File: config.mk
export PLATFORM = sky130hd
export DESIGN_NAME = dibit_packer
export DESIGN_NICKNAME = d
export VERILOG_FILES = /design/src/rtl/dibit_packer.sv
export SDC_FILE = /design/constraint.sdc
export NUM_CORES = 1
export LEC_CHECK = 0
export ABC_AREA = 1
export CAP_MARGIN = 20
export CORE_MARGIN = 4
export CORE_UTILIZATION = 52
export DETAILED_ROUTE_END_ITERATION = 12
export PLACE_DENSITY_LB_ADDON = 0.15
export SLEW_MARGIN = 10
export SYNTH_ARGS = -nofsm -noshare
export SYNTH_HDL_FRONTEND = slang
export SYNTH_SLANG_ARGS = --single-unit
File: constraint.sdc
create_clock -name clk -period 2.45 [get_ports clk]
set_clock_uncertainty 0.1 [all_clocks]
set_input_delay 0.735 -clock clk [delete_from_list [all_inputs] [get_ports clk]]
set_output_delay 0.735 -clock clk [all_outputs]
set_load 0.01 [all_outputs]
File: src/rtl/dibit_packer.sv
// dibit_packer: packs consecutive 2-bit symbols into SYMS_PER_WORD-symbol words.
// The module has one output register. A flush closes a partial word and pads it with zeros.
// Ports:
//   clk, rst            - clock and asynchronous active-high reset
//   in_valid/in_ready   - symbol handshake; in_data is the 2-bit symbol
//   flush               - one-cycle request to close the current word
//   out_valid/out_ready - word handshake
//   out_data            - packed word; symbol k is at bits [2k+1:2k]
//   out_count           - number of valid symbols in out_data
//   out_last            - the word was closed by a flush
module dibit_packer #(
    parameter int unsigned SYMS_PER_WORD = 4,
    localparam int unsigned CW = $clog2(SYMS_PER_WORD + 1),
    localparam int unsigned W  = 2 * SYMS_PER_WORD
) (
    input  logic          clk,
    input  logic          rst,
    input  logic          in_valid,
    output logic          in_ready,
    input  logic [1:0]    in_data,
    input  logic          flush,
    output logic          out_valid,
    input  logic          out_ready,
    output logic [W-1:0]  out_data,
    output logic [CW-1:0] out_count,
    output logic          out_last
);

    localparam logic [CW-1:0] FULL_CNT = CW'(SYMS_PER_WORD);

    logic [W-1:0]  r_acc;
    logic [CW-1:0] r_cnt;
    logic          r_fp;
    logic          r_out_valid;
    logic [W-1:0]  r_out_data;
    logic [CW-1:0] r_out_count;
    logic          r_out_last;

    logic          w_accept;
    logic          w_slot_free;
    logic [W-1:0]  w_acc_next;
    logic [CW-1:0] w_cnt_next;
    logic          w_load;
    logic          w_fp_next;

    // The accumulator can take a symbol unless it is full or a flush is still waiting to drain.
    assign in_ready    = !rst && !r_fp && (r_cnt != FULL_CNT);
    assign w_accept    = in_valid && in_ready;
    assign w_slot_free = !r_out_valid || out_ready;

    // Accumulator after this cycle's symbol. Symbol k lands at bit 2k.
    always_comb begin
        w_acc_next = r_acc;
        w_cnt_next = r_cnt;
        if (w_accept) begin
            w_acc_next = r_acc | (W'(in_data) << {r_cnt, 1'b0});
            w_cnt_next = r_cnt + CW'(1);
        end
    end

    // Move the word into the output register when it is full or flushed and the slot is free.
    // A pending flush with an empty accumulator just clears itself.
    always_comb begin
        w_load    = w_slot_free && (w_cnt_next != '0) &&
                    ((w_cnt_next == FULL_CNT) || r_fp);
        w_fp_next = r_fp || flush;
        if (w_load || (r_fp && (r_cnt == '0))) begin
            w_fp_next = 1'b0;
        end
    end

    // Accumulator and output register.
    always_ff @(posedge clk or posedge rst) begin
        if (rst) begin
            r_acc       <= '0;
            r_cnt       <= '0;
            r_fp        <= 1'b0;
            r_out_valid <= 1'b0;
            r_out_data  <= '0;
            r_out_count <= '0;
            r_out_last  <= 1'b0;
        end else begin
            r_fp <= w_fp_next;
            if (w_load) begin
                r_acc       <= '0;
                r_cnt       <= '0;
                r_out_valid <= 1'b1;
                r_out_data  <= w_acc_next;
                r_out_count <= w_cnt_next;
                r_out_last  <= r_fp || flush;
            end else begin
                r_acc <= w_acc_next;
                r_cnt <= w_cnt_next;
                if (out_ready) begin
                    r_out_valid <= 1'b0;
                end
            end
        end
    end

    assign out_valid = r_out_valid;
    assign out_data  = r_out_data;
    assign out_count = r_out_count;
    assign out_last  = r_out_last;

endmodule
==> impl_metrics.py <==
metrics = {
    "outcome": {
        "status": "completed",
    },
    "die": {
        "die_height_microns": 58.05,
        "initial_core_util_pct": 56.70,
        "rows": 17,
        "io_pins": 21,
        "die_w_microns": 58.05,
        "die_area_sq_um": 3370,
        "core_area_sq_um": 2297,
    },
    "synth": {
        "synth_compound_area_share_pct": 5.668,
        "yosysSeqAreaShare_pct": 48.03,
        "synth_top_area_share_pct": 48.03,
        "synth_top_cell_by_area": "dfrtp_1",
        "synth.area.top_cells": "dfrtp_1 48%, nand2_1 17%, nand4_1 7.2%, inv_1 6.9%, o21bai_1 4.6%",
        "synth_seq_cells": 25,
        "yosys.area_share.simple_pct": 32.66,
        "synth_fa_ha_area_share_pct": 1.921,
        "synthXorXnorAreaFrac_pct": 0.6724,
        "yosys_warnings": 0,
        "synth.mux.area_fraction_pct": 0,
        "syn-cell-area_sq_um": 1302,
        "synth_top_family_by_area": "simple AND/OR/NAND/NOR gates",
        "synth_nets": 167,
        "syn_area_per_cell_sq_um": 8.244,
        "postSynthCellCount": 158,
        "yosysUniqueCellTypes": 21,
    },
    "routing": {
        "drt_iter0_drc": 43,
        "totalWireLength_microns": 2603,
        "wire_per_inst_microns": 11.94,
        "drcViolationCount": 0,
        "via_per_inst": 5.055,
        "dr.pass1.iters": 4,
        "drtAntennaViolNets": 0,
        "num_vias": 1102,
    },
    "global_routing": {
        "grt_use_total_pct": 17.30,
        "grt_max_degree": 26,
        "gr-usage-met1_pct": 20.39,
        "antenna_found_initial": 0,
        "grt_use_met3_pct": 4.232,
        "gr-usage-met2_pct": 31.29,
        "grt_pass1_wl_microns": 4595,
        "grt_pass1_vias": 1066,
        "grt-ovfl-total": 0,
        "top_usage_layer": "met2",
    },
    "cells_and_area": {
        "nNetsFinal": 200,
        "drive_gt1_share_pct": 15.79,
        "area_growth_pct": 25.36,
        "final_cell_mix": "58 x nand2_1, 25 x dfrtp_1, 23 x inv_1, 18 x clkdlybuf4s50_1, 15 x nand4_1",
        "fillers": 198,
        "postLayoutCellArea_sq_um": 1633,
        "final_common_cell": "nand2_1",
        "antennaDiodeCount": 0,
    },
    "sta": {
        "tightestPinTransition_ps": 311.6,
        "hold_viol_final": 0,
        "fin_ws_ps": 129.7,
        "period_share_pct": 94.71,
        "rsz0062_at_grt": "no",
        "period_needed_ps": 2320,
        "finalSetupViolCount": 0,
        "slew_violations": 0,
        "max-slew-margin-rel_pct": 79.23,
        "fmax_mhz": 431.0,
    },
    "worst_setup_path": {
        "slowest_stage": "dlygate4sd2_1",
        "cp-start-kind": "input pin",
        "arrival_ps": 1490,
        "crit_family": "buffers and inverters",
        "path_cells": "dlygate4sd2_1, nor2_4, nand2_1, inv_1, dlygate4sd2_1",
        "crit_top_cell": "dlygate4sd2_1",
        "critPathRequiredTime_ps": 1620,
        "path_class": "input pin to primary output",
        "worst-path-buf-inv": 3,
        "cp_max_fo": 2,
        "slowest_delay_ps": 280,
        "end_kind": "primary output",
    },
    "clock_network": {
        "cts.htree.levels": 1,
        "clkLatencyLatePin_ps": 320,
        "cts.sinks": 25,
        "cts_buffers": 3,
        "clock_path_buffers": 2,
        "cts_tree": "built",
        "path_clk_slew_ps": 130,
        "cts_root_buffer": "clkbuf_4",
    },
    "placed_design": {
        "post_dp_cell_area_sq_um": 1578,
        "place.port_buffers": 20,
        "place_hpwl_microns": 1968,
        "place.gp.congestion": 0.7426,
        "dp_slack_ps": -367.5,
    },
    "power_and_ir_drop": {
        "peakVddDrop_mv": 0.5811,
        "leakagePower_nw": 0.9203,
        "p_per_area_nw_per_um2": 1037,
        "power_mw": 1.694,
    },
    "hold_path": {
        "hold_class": "flop to flop",
    },
    "flow_run": {
        "max_cap_violations": 0,
    },
}
-- kinds of logic (layout without fill, tap and decap cells) --
family,count (synthesis),after routing
and+or+nand+nor,89,89
buffers and inverters,31,63
DFF,25,25
AOI/OAI and AO/OA,10,10
adders and majority gates,2,2
xor gates and xnor gates,1,1
-- tightest hold or removal path: stages (launching register included) --
cell,delay (ps)
dfrtp_1,370
nand2_1,50
nand2_1,50
-- through the flow --
stage	std cells	hold slack (ps)	TNS (ps)	utilization [%]
2_1_floorplan	158	405.7	0	-
3_3_place_gp	212	356.2	-2430	68.68
3_5_place_dp	212	362.3	-4612	68.68
4_1_cts	218	393.2	0	70.64
5_1_grt	218	413.4	0	71.08
6_report	218	386.5	0	71.08
-- cell type report --
class | instances | area, sq um | share of cell area [%]
Sequential cell | 25 | 625.6 | 38.31
Multi-Input combinational cell | 102 | 545.5 | 33.41
Timing Repair Buffer | 34 | 302.8 | 18.54
Inverter | 25 | 93.84 | 5.747
Tap cell | 28 | 35.03 | 2.146
Clock buffer | 3 | 22.52 | 1.379
Clock inverter | 1 | 7.507 | 0.4598
-- power by group --
| group | leakage (nW) | total, mW | internal (mW) | switching (mW) |
|---|---|---|---|---|
| sequential | 0.337 | 0.592 | 0.529 | 0.0632 |
| combinational | 0.570 | 0.915 | 0.395 | 0.520 |
| clock | 0.0139 | 0.187 | 0.0624 | 0.124 |
-- sequential cells by signal (all words and copies together) (netlist names) --
register and cells:
r_fp 1, r_cnt 3, out_count 3, out_valid 1
r_acc 8, out_data 8, out_last 1
-- Yosys cell counts, drive strengths merged --
cell,instances
a21oi,1
buf,5
clkbuf,1
dfrtp,25
ha,2
inv,25
nand2,62
nand3,3
nand4,15
nor2,8
o21ai,1
o21bai,8
or2,1
xnor2,1
-- layer usage --
layer	routed length, microns	share of wire [%]
met5	0	0
met4	14	0.54
met3	107	4.1
met2	1399	54
met1	1081	42
-- timing repair --
item / CTS / global route
resized for setup: 3 / 2
setup endpoints to repair: 1 / 1
hold buffers: 0 / 0
buffers inserted: 2 / 0
hold endpoints to repair: 0 / 0
-- final timing paths --
check / from / endpoint / slack, ps / cells after the start
min in group asynchronous: rst / r_acc[7] / 560 / 3
setup reg to reg: r_cnt[0] / out_data[0] / 460 / 10
hold / removal: out_data[7] / out_data[7] / 390 / 2
hold reg to reg: out_data[7] / out_data[7] / 390 / 2
max in group asynchronous: rst / out_last / 1450 / 3
setup / recovery: rst / in_ready / 130 / 5
(Power assumes the default switching activity.)
